<file path="config.mk">
export PLATFORM = sky130hd
export DESIGN_NAME = data_mem_arbiter
export DESIGN_NICKNAME = d
export VERILOG_FILES = /design/src/rtl/data_mem_arbiter.sv
export SDC_FILE = /design/constraint.sdc
export NUM_CORES = 1
export LEC_CHECK = 0
export BUFFER_PORTS_ARGS = -buffer_cell sky130_fd_sc_hd__buf_2
export CAP_MARGIN = 20
export CORE_AREA = 2 2 175 177
export CTS_BUF_LIST = sky130_fd_sc_hd__clkbuf_2
export DETAILED_ROUTE_END_ITERATION = 6
export DIE_AREA = 0 0 177 179
export HOLD_SLACK_MARGIN = 0.02
export PLACE_DENSITY_LB_ADDON = 0.1
export SETUP_SLACK_MARGIN = 0.5
export SLEW_MARGIN = 20
export SYNTH_ARGS = -nofsm -noshare
export SYNTH_HDL_FRONTEND = slang
export SYNTH_SLANG_ARGS = --single-unit
</file>
<file path="constraint.sdc">
create_clock -name clk -period 1.5 [get_ports clk]
set_input_delay 0.15 -clock clk [delete_from_list [all_inputs] [get_ports clk]]
set_output_delay 0.15 -clock clk [all_outputs]
set_load 0.01 [all_outputs]
</file>
<file path="src/rtl/data_mem_arbiter.sv">
// data_mem_arbiter: shares one single-port data memory between the core
// load/store path (core_*) and an external/debug port (ext_*).
// One transaction in flight at a time: IDLE -> ISSUE -> [WAIT] -> RESP.
// Optional feature: define ARB_ROUND_ROBIN_EN for round-robin arbitration on
// simultaneous requests; otherwise core has fixed priority over ext.
module data_mem_arbiter #(
  parameter int ADDR_W     = 16,
  parameter int DATA_W     = 64,
  parameter int RD_LATENCY = 1
) (
  input  logic              clk,
  input  logic              reset,
  input  logic              core_req_valid,
  output logic              core_req_ready,
  input  logic              core_req_we,
  input  logic [ADDR_W-1:0] core_req_addr,
  input  logic [DATA_W-1:0] core_req_wdata,
  output logic              core_rsp_valid,
  output logic [DATA_W-1:0] core_rsp_rdata,
  input  logic              ext_req_valid,
  output logic              ext_req_ready,
  input  logic              ext_req_we,
  input  logic [ADDR_W-1:0] ext_req_addr,
  input  logic [DATA_W-1:0] ext_req_wdata,
  output logic              ext_rsp_valid,
  output logic [DATA_W-1:0] ext_rsp_rdata,
  output logic [ADDR_W-1:0] mem_addr,
  output logic [DATA_W-1:0] mem_wdata,
  output logic              mem_write,
  output logic              mem_read,
  input  logic [DATA_W-1:0] mem_rdata,
  output logic              busy
);

  localparam int CNT_W = $clog2(RD_LATENCY + 1);
  localparam logic [CNT_W-1:0] CNT_LOAD = CNT_W'(RD_LATENCY);
  localparam logic [CNT_W-1:0] CNT_LAST = CNT_W'(1);

  typedef enum logic [1:0] {S_IDLE, S_ISSUE, S_WAIT, S_RESP} state_t;
  typedef enum logic {PORT_CORE = 1'b0, PORT_EXT = 1'b1} port_t;

  state_t            state_q, state_d;
  port_t             lat_port;
  logic              lat_we;
  logic [ADDR_W-1:0] lat_addr;
  logic [DATA_W-1:0] lat_wdata;
  logic [CNT_W-1:0]  cnt_q;
  logic              grant_ext;
  logic              accept;
  logic              rd_done;

`ifdef ARB_ROUND_ROBIN_EN
  port_t rr_ptr;

  // Round-robin pointer: remembers the last grantee, moves only on acceptance.
  always_ff @(posedge clk or negedge reset) begin
    if (!reset)      rr_ptr <= PORT_EXT;
    else if (accept) rr_ptr <= grant_ext ? PORT_EXT : PORT_CORE;
  end
`endif

  // Winner selection; a lone valid always wins, ties depend on the mode.
  // NOTE: every signal written in always_comb gets a default first, so no path leaves it unassigned and no latch is inferred.
  always_comb begin
    grant_ext = ext_req_valid;
    if (core_req_valid && ext_req_valid) begin
`ifdef ARB_ROUND_ROBIN_EN
      grant_ext = (rr_ptr == PORT_CORE);
`else
      grant_ext = 1'b0;
`endif
    end
  end

  // Ready is gated by reset so the requesters see 0 while reset is held.
  assign accept         = (state_q == S_IDLE) && reset && (core_req_valid || ext_req_valid);
  assign core_req_ready = accept && !grant_ext;
  assign ext_req_ready  = accept && grant_ext;
  assign rd_done        = (state_q == S_WAIT) && (cnt_q == CNT_LAST);

  // State register.
  // NOTE: sequential state uses non-blocking assignments so every flop samples pre-edge values.
  always_ff @(posedge clk or negedge reset) begin
    if (!reset) state_q <= S_IDLE;
    else        state_q <= state_d;
  end

  // Next-state logic.
  always_comb begin
    state_d = state_q;
    case (state_q)
      S_IDLE:  if (accept) state_d = S_ISSUE;
      S_ISSUE: state_d = lat_we ? S_RESP : S_WAIT;
      S_WAIT:  if (cnt_q == CNT_LAST) state_d = S_RESP;
      S_RESP:  state_d = S_IDLE;
      default: state_d = S_IDLE;
    endcase
  end

  // Command latch: captures the winner's request at acceptance.
  always_ff @(posedge clk or negedge reset) begin
    if (!reset) begin
      lat_port  <= PORT_CORE;
      lat_we    <= 1'b0;
      lat_addr  <= '0;
      lat_wdata <= '0;
    end else if (accept) begin
      lat_port  <= grant_ext ? PORT_EXT : PORT_CORE;
      lat_we    <= grant_ext ? ext_req_we    : core_req_we;
      lat_addr  <= grant_ext ? ext_req_addr  : core_req_addr;
      lat_wdata <= grant_ext ? ext_req_wdata : core_req_wdata;
    end
  end

  // Read latency counter: loaded on each read issue, counts down in WAIT.
  always_ff @(posedge clk or negedge reset) begin
    if (!reset)                                  cnt_q <= '0;
    else if (state_q == S_ISSUE && !lat_we)      cnt_q <= CNT_LOAD;
    else if (state_q == S_WAIT)                  cnt_q <= cnt_q - CNT_LAST;
  end

  // Per-port read data: updated only when that port's read completes.
  always_ff @(posedge clk or negedge reset) begin
    if (!reset) begin
      core_rsp_rdata <= '0;
      ext_rsp_rdata  <= '0;
    end else if (rd_done) begin
      if (lat_port == PORT_EXT) ext_rsp_rdata  <= mem_rdata;
      else                      core_rsp_rdata <= mem_rdata;
    end
  end

  // Memory command and response strobes decoded from state and latch.
  assign mem_addr       = lat_addr;
  assign mem_wdata      = lat_wdata;
  assign mem_write      = (state_q == S_ISSUE) && lat_we;
  assign mem_read       = (state_q == S_ISSUE) && !lat_we;
  assign core_rsp_valid = (state_q == S_RESP) && (lat_port == PORT_CORE);
  assign ext_rsp_valid  = (state_q == S_RESP) && (lat_port == PORT_EXT);
  assign busy           = (state_q != S_IDLE);

endmodule

</file>
==> run_results.csv, run 1 <==
group,metric,value,unit
logic_synthesis,synthCells,653,
die,ios,445,
clock_network,cts-resized-gates,172,
clock_network,hold_buffers,339,
die,num_rows,64,
logic_synthesis,synth_commonest_cells,"dfrtp_1 (213), nand2_1 (162), a22oi_1 (82), mux2_2 (64), mux2_4 (60)",
clock_network,root_buffer,"clkbuf_2",
logic_synthesis,post-synth-top-count-cell,"dfrtp_1",
clock_network,cts_max_path_buffers,3,
logic_synthesis,yosysTopAreaCell,"dfrtp_1",
logic_synthesis,yosysSeqAreaShare,0.603,
outcome,status,"did not finish",
logic_synthesis,async_flop_share,1.00,
logic_synthesis,synth_cell_type_count,27,
outcome,error,"[ERROR RSZ-0060] Max buffer count reached.",
placement,gp_congestion,0.786,
clock_network,cts_made_buffers,57,
logic_synthesis,yosys_register_bits,213,
placement,dp_hpwl,21.2,mm
logic_synthesis,synth_fp_nets,888,
clock_network,cts_sinks,213,
clock_network,post_cts_buffers,84,
clock_network,cts_max_level,2,
die,die_h,179,um
outcome,lastStage,"clock tree synthesis",
logic_synthesis,avgSynthCellArea,13.5,um^2
die,initial_utilization,0.294,
placement,port_buffers,444,
logic_synthesis,synth_area_leaders,"dfrtp_1 (60%), mux2_4 (10%), mux2_2 (8.2%)",
logic_synthesis,synth-edff-count,0,
logic_synthesis,synth_ff_type,"dfrtp_1",
logic_synthesis,yosysTopAreaCellShare,0.603,
placement,dp_cells,1491,
logic_synthesis,syn_area,8840,um^2
die,fp.dieW,177,um
logic_synthesis,ys.warnings.count,0,
-- cell families after synthesis --
family / synth area share
simple gates: 0.0793
buf+inv: 0.0466
compound gates: 0.0744
flops: 0.603
fa+ha+maj: 0.00708
mux: 0.190
-- stage by stage --
stage,setup TNS (ns),hold slack [ns],utilization,setup slack [ns],instance area (um^2)
after floorplan,0,-0.146,-,0.0240,9010
after detailed placement,-4.59,-0.0491,0.392,-0.0789,11800
after global placement,-3.50,-0.0495,0.392,-0.0661,11800
==> run 2: changes to the inputs <==
- CORE_AREA: 2 2 175 177 -> 2 2 171 173
- CTS_BUF_LIST: sky130_fd_sc_hd__clkbuf_2 -> unset
- DIE_AREA: 0 0 177 179 -> 0 0 173 175
- HOLD_SLACK_MARGIN: 0.02 -> unset
- PLACE_DENSITY_LB_ADDON: 0.1 -> 0.15
- SETUP_SLACK_MARGIN: 0.5 -> unset
- clock period: 1.5 -> 2 ns (I/O delays scaled with it)
==> run_results.csv, run 2 <==
group,metric,value,unit
cells_and_area,final_cell_mix,"buf_2 (443), dlygate4sd3_1 (227), dfrtp_1 (212), nand2_1 (162), a22oi_1 (81)",
sta,tightest_slew,0.865,ns
die,num_rows,62,
logic_synthesis,yosys_register_bits,213,
global_routing,grt-ovfl-total,0,
sta,period_minus_slack,1.92,ns
logic_synthesis,synth_cell_type_count,27,
route,post_drt_wl_per_cell,17.3,um
cells_and_area,n_fill_cell,2512,
worst_setup_path,critical_path_required,1.80,ns
flow_run,drv_cap,0,
worst_hold_path,hp-class,"in -> reg",
clock_network,root_buffer,"clkbuf_16",
route,vias,7805,
clock_network,cts_made_buffers,24,
placement,gp_congestion,0.798,
sta,setup_ws,0.0824,ns
die,die_h,175,um
logic_synthesis,avgSynthCellArea,13.5,um^2
worst_setup_path,worstSetupPathType,"reg -> out",
worst_hold_path,hold_start,"ext_req_valid",
global_routing,antenna_found_initial,0,
worst_setup_path,worst_path_largest_cell_delay,0.41,ns
logic_synthesis,synth_ff_type,"dfrtp_1",
outcome,status,"finished, final reports clean",
logic_synthesis,synthCells,653,
die,fp.dieW,173,um
die,initial_utilization,0.311,
cells_and_area,multi_input_area,3130,um^2
logic_synthesis,ys.warnings.count,0,
sta,report.final.slew_viol_count,0,
worst_setup_path,endpoint_kind,"output pin",
global_routing,grt_max_degree,152,
cells_and_area,nets,1574,
worst_hold_path,min_delay_path_depth,3,
worst_setup_path,cp-start-kind,"register",
logic_synthesis,syn_area,8840,um^2
clock_network,cts_max_level,1,
clock_network,cts_tree,"done",
placement,pre_cts_ws,0.175,ns
global_routing,grt_pass1_wl,46.0,mm
global_routing,grt_pass1_vias,8376,
logic_synthesis,synth_area_leaders,"dfrtp_1 (60%), mux2_4 (10%), mux2_2 (8.2%)",
logic_synthesis,yosysTopAreaCell,"dfrtp_1",
logic_synthesis,synth_fp_nets,888,
die,die-area,30300,um^2
worst_setup_path,cp.arrival,1.72,ns
clock_network,cts.clk_slew.worst_paths,0.06,ns
power_and_ir_drop,power_density,1410,nW/um^2
global_routing,grt_use_total,0.188,
route,firstDrtPassIters,4,
logic_synthesis,synth-edff-count,0,
power_and_ir_drop,p_leak,7.53,nW
route,wirelength,30.1,mm
cells_and_area,area.sequential,5330,um^2
route,drc,0,
cells_and_area,layout-drive-gt1-share,0.474,
sta,relSlewSlack,0.423,
logic_synthesis,post-synth-top-count-cell,"dfrtp_1",
sta,hold_slack,0.0410,ns
sta,skew,0.0122,ns
worst_setup_path,r2r-end,"mem_wdata[34]",
die,ios,445,
placement,dp_hpwl,19.3,mm
sta,finalCritPeriodShare,0.959,
worst_setup_path,crit_fanout,11,
clock_network,clock_latency,0.51,ns
route,via_per_inst,4.49,
logic_synthesis,yosysTopAreaCellShare,0.603,
sta,fmax,521,MHz
route,ant_nets,0,
placement,port_buffers,444,
worst_hold_path,min_delay_worst_endpoint,"lat_port",
cells_and_area,insertedDiodeCount,0,
route,drtIter0Drc,364,
power_and_ir_drop,irDropWorstVdd,0.640,mV
die,coreArea,28400,um^2
sta,hold_violations,0,
cells_and_area,syn_to_final_growth,65.1,%
worst_setup_path,r2r_slack,0.09,ns
logic_synthesis,synth_commonest_cells,"dfrtp_1 (213), nand2_1 (162), a22oi_1 (82), mux2_2 (64), mux2_4 (60)",
cells_and_area,final_common_cell,"buf_2",
sta,finalSetupViolCount,0,
worst_setup_path,reg2reg_from,"state_q[0]",
worst_setup_path,crit_slowest_cell,"dfrtp_1",
logic_synthesis,yosysSeqAreaShare,0.603,
worst_setup_path,cp_cell_sequence,"inv_2 -> ha_4 -> and3_4 -> buf_8 -> buf_2",
clock_network,cts_sinks,213,
worst_setup_path,r2r_cells,7,
clock_network,cts_max_path_buffers,3,
logic_synthesis,async_flop_share,1.00,
==> run 2: cell counts after synthesis <==
Identical to the previous run, type by type.
==> run 2: final cells by class <==
cell class / instances / share of cell area
timing repair buffer: 699 / 0.334
sequential: 213 / 0.365
inverter: 4 / 0.00103
tap: 384 / 0.0329
clock buffer: 36 / 0.0491
multi-input combinational: 397 / 0.215
clock inverter: 4 / 0.00309
==> run 2: worst max-delay path by stage <==
| stage | start | to | depth (start not counted) |
|---|---|---|---|
| finish | state_q[0] | core_req_ready | 5 |
| CTS | state_q[0] | ext_req_ready | 4 |
| global route | state_q[0] | core_req_ready | 5 |
| detailed placement | state_q[0] | core_rsp_rdata[38] | 6 |
| floorplan | state_q[0] | core_rsp_rdata[10] | 6 |
| global placement | state_q[0] | core_rsp_rdata[30] | 6 |
==> run 2: metal layers <==
layer / global-route usage / up-vias / share of wire
li1: - / 3635 / -
met4: 0.0724 / 0 / 0.037
met5: 0 / - / 0
met2: 0.321 / 368 / 0.49
met3: 0.0446 / 70 / 0.069
met1: 0.231 / 3732 / 0.41
==> run 2: what timing repair did <==
action,CTS,global route
pin swaps,0,2
gates resized for setup,6,4
hold buffers,227,0
buffers inserted,0,6
cloned,0,3
endpoints found under the setup margin,2,6
hold endpoints to repair,422,0
==> run 2: cells by family after synthesis <==
group | share of synthesized area
adders and majority gates | 0.00708
muxes | 0.190
AOI/OAI and AO/OA | 0.0744
DFF | 0.603
and+or+nand+nor | 0.0793
buffers and inverters | 0.0466
==> run 2: critical path, delay by kind of cell (launching register included) <==
family / cells / cell delay, ns
and+or+nand+nor: 1 / 0.23
buffers and inverters: 3 / 0.39
adders and majority gates: 1 / 0.18
DFF: 1 / 0.41
==> run 2: metrics by stage <==
step	power, mW	cells	TNS, ns	util	area, um^2
after floorplan	12.4	653	0	-	8840
after global placement	15.7	1461	0	0.403	11400
after detailed placement	15.8	1461	0	0.403	11400
after CTS	20.7	1728	0	0.511	14500
after global routing	21.9	1737	-0.00247	0.514	14600
final	20.6	1737	0	0.514	14600
==> run 2: power breakdown <==
group | switching (mW) | internal (mW)
Sequential | 1.18 | 6.45
Clock | 1.74 | 2.58
Combinational | 4.06 | 4.61
Total | 6.98 | 13.6
Power figures use the tool's default switching activity.
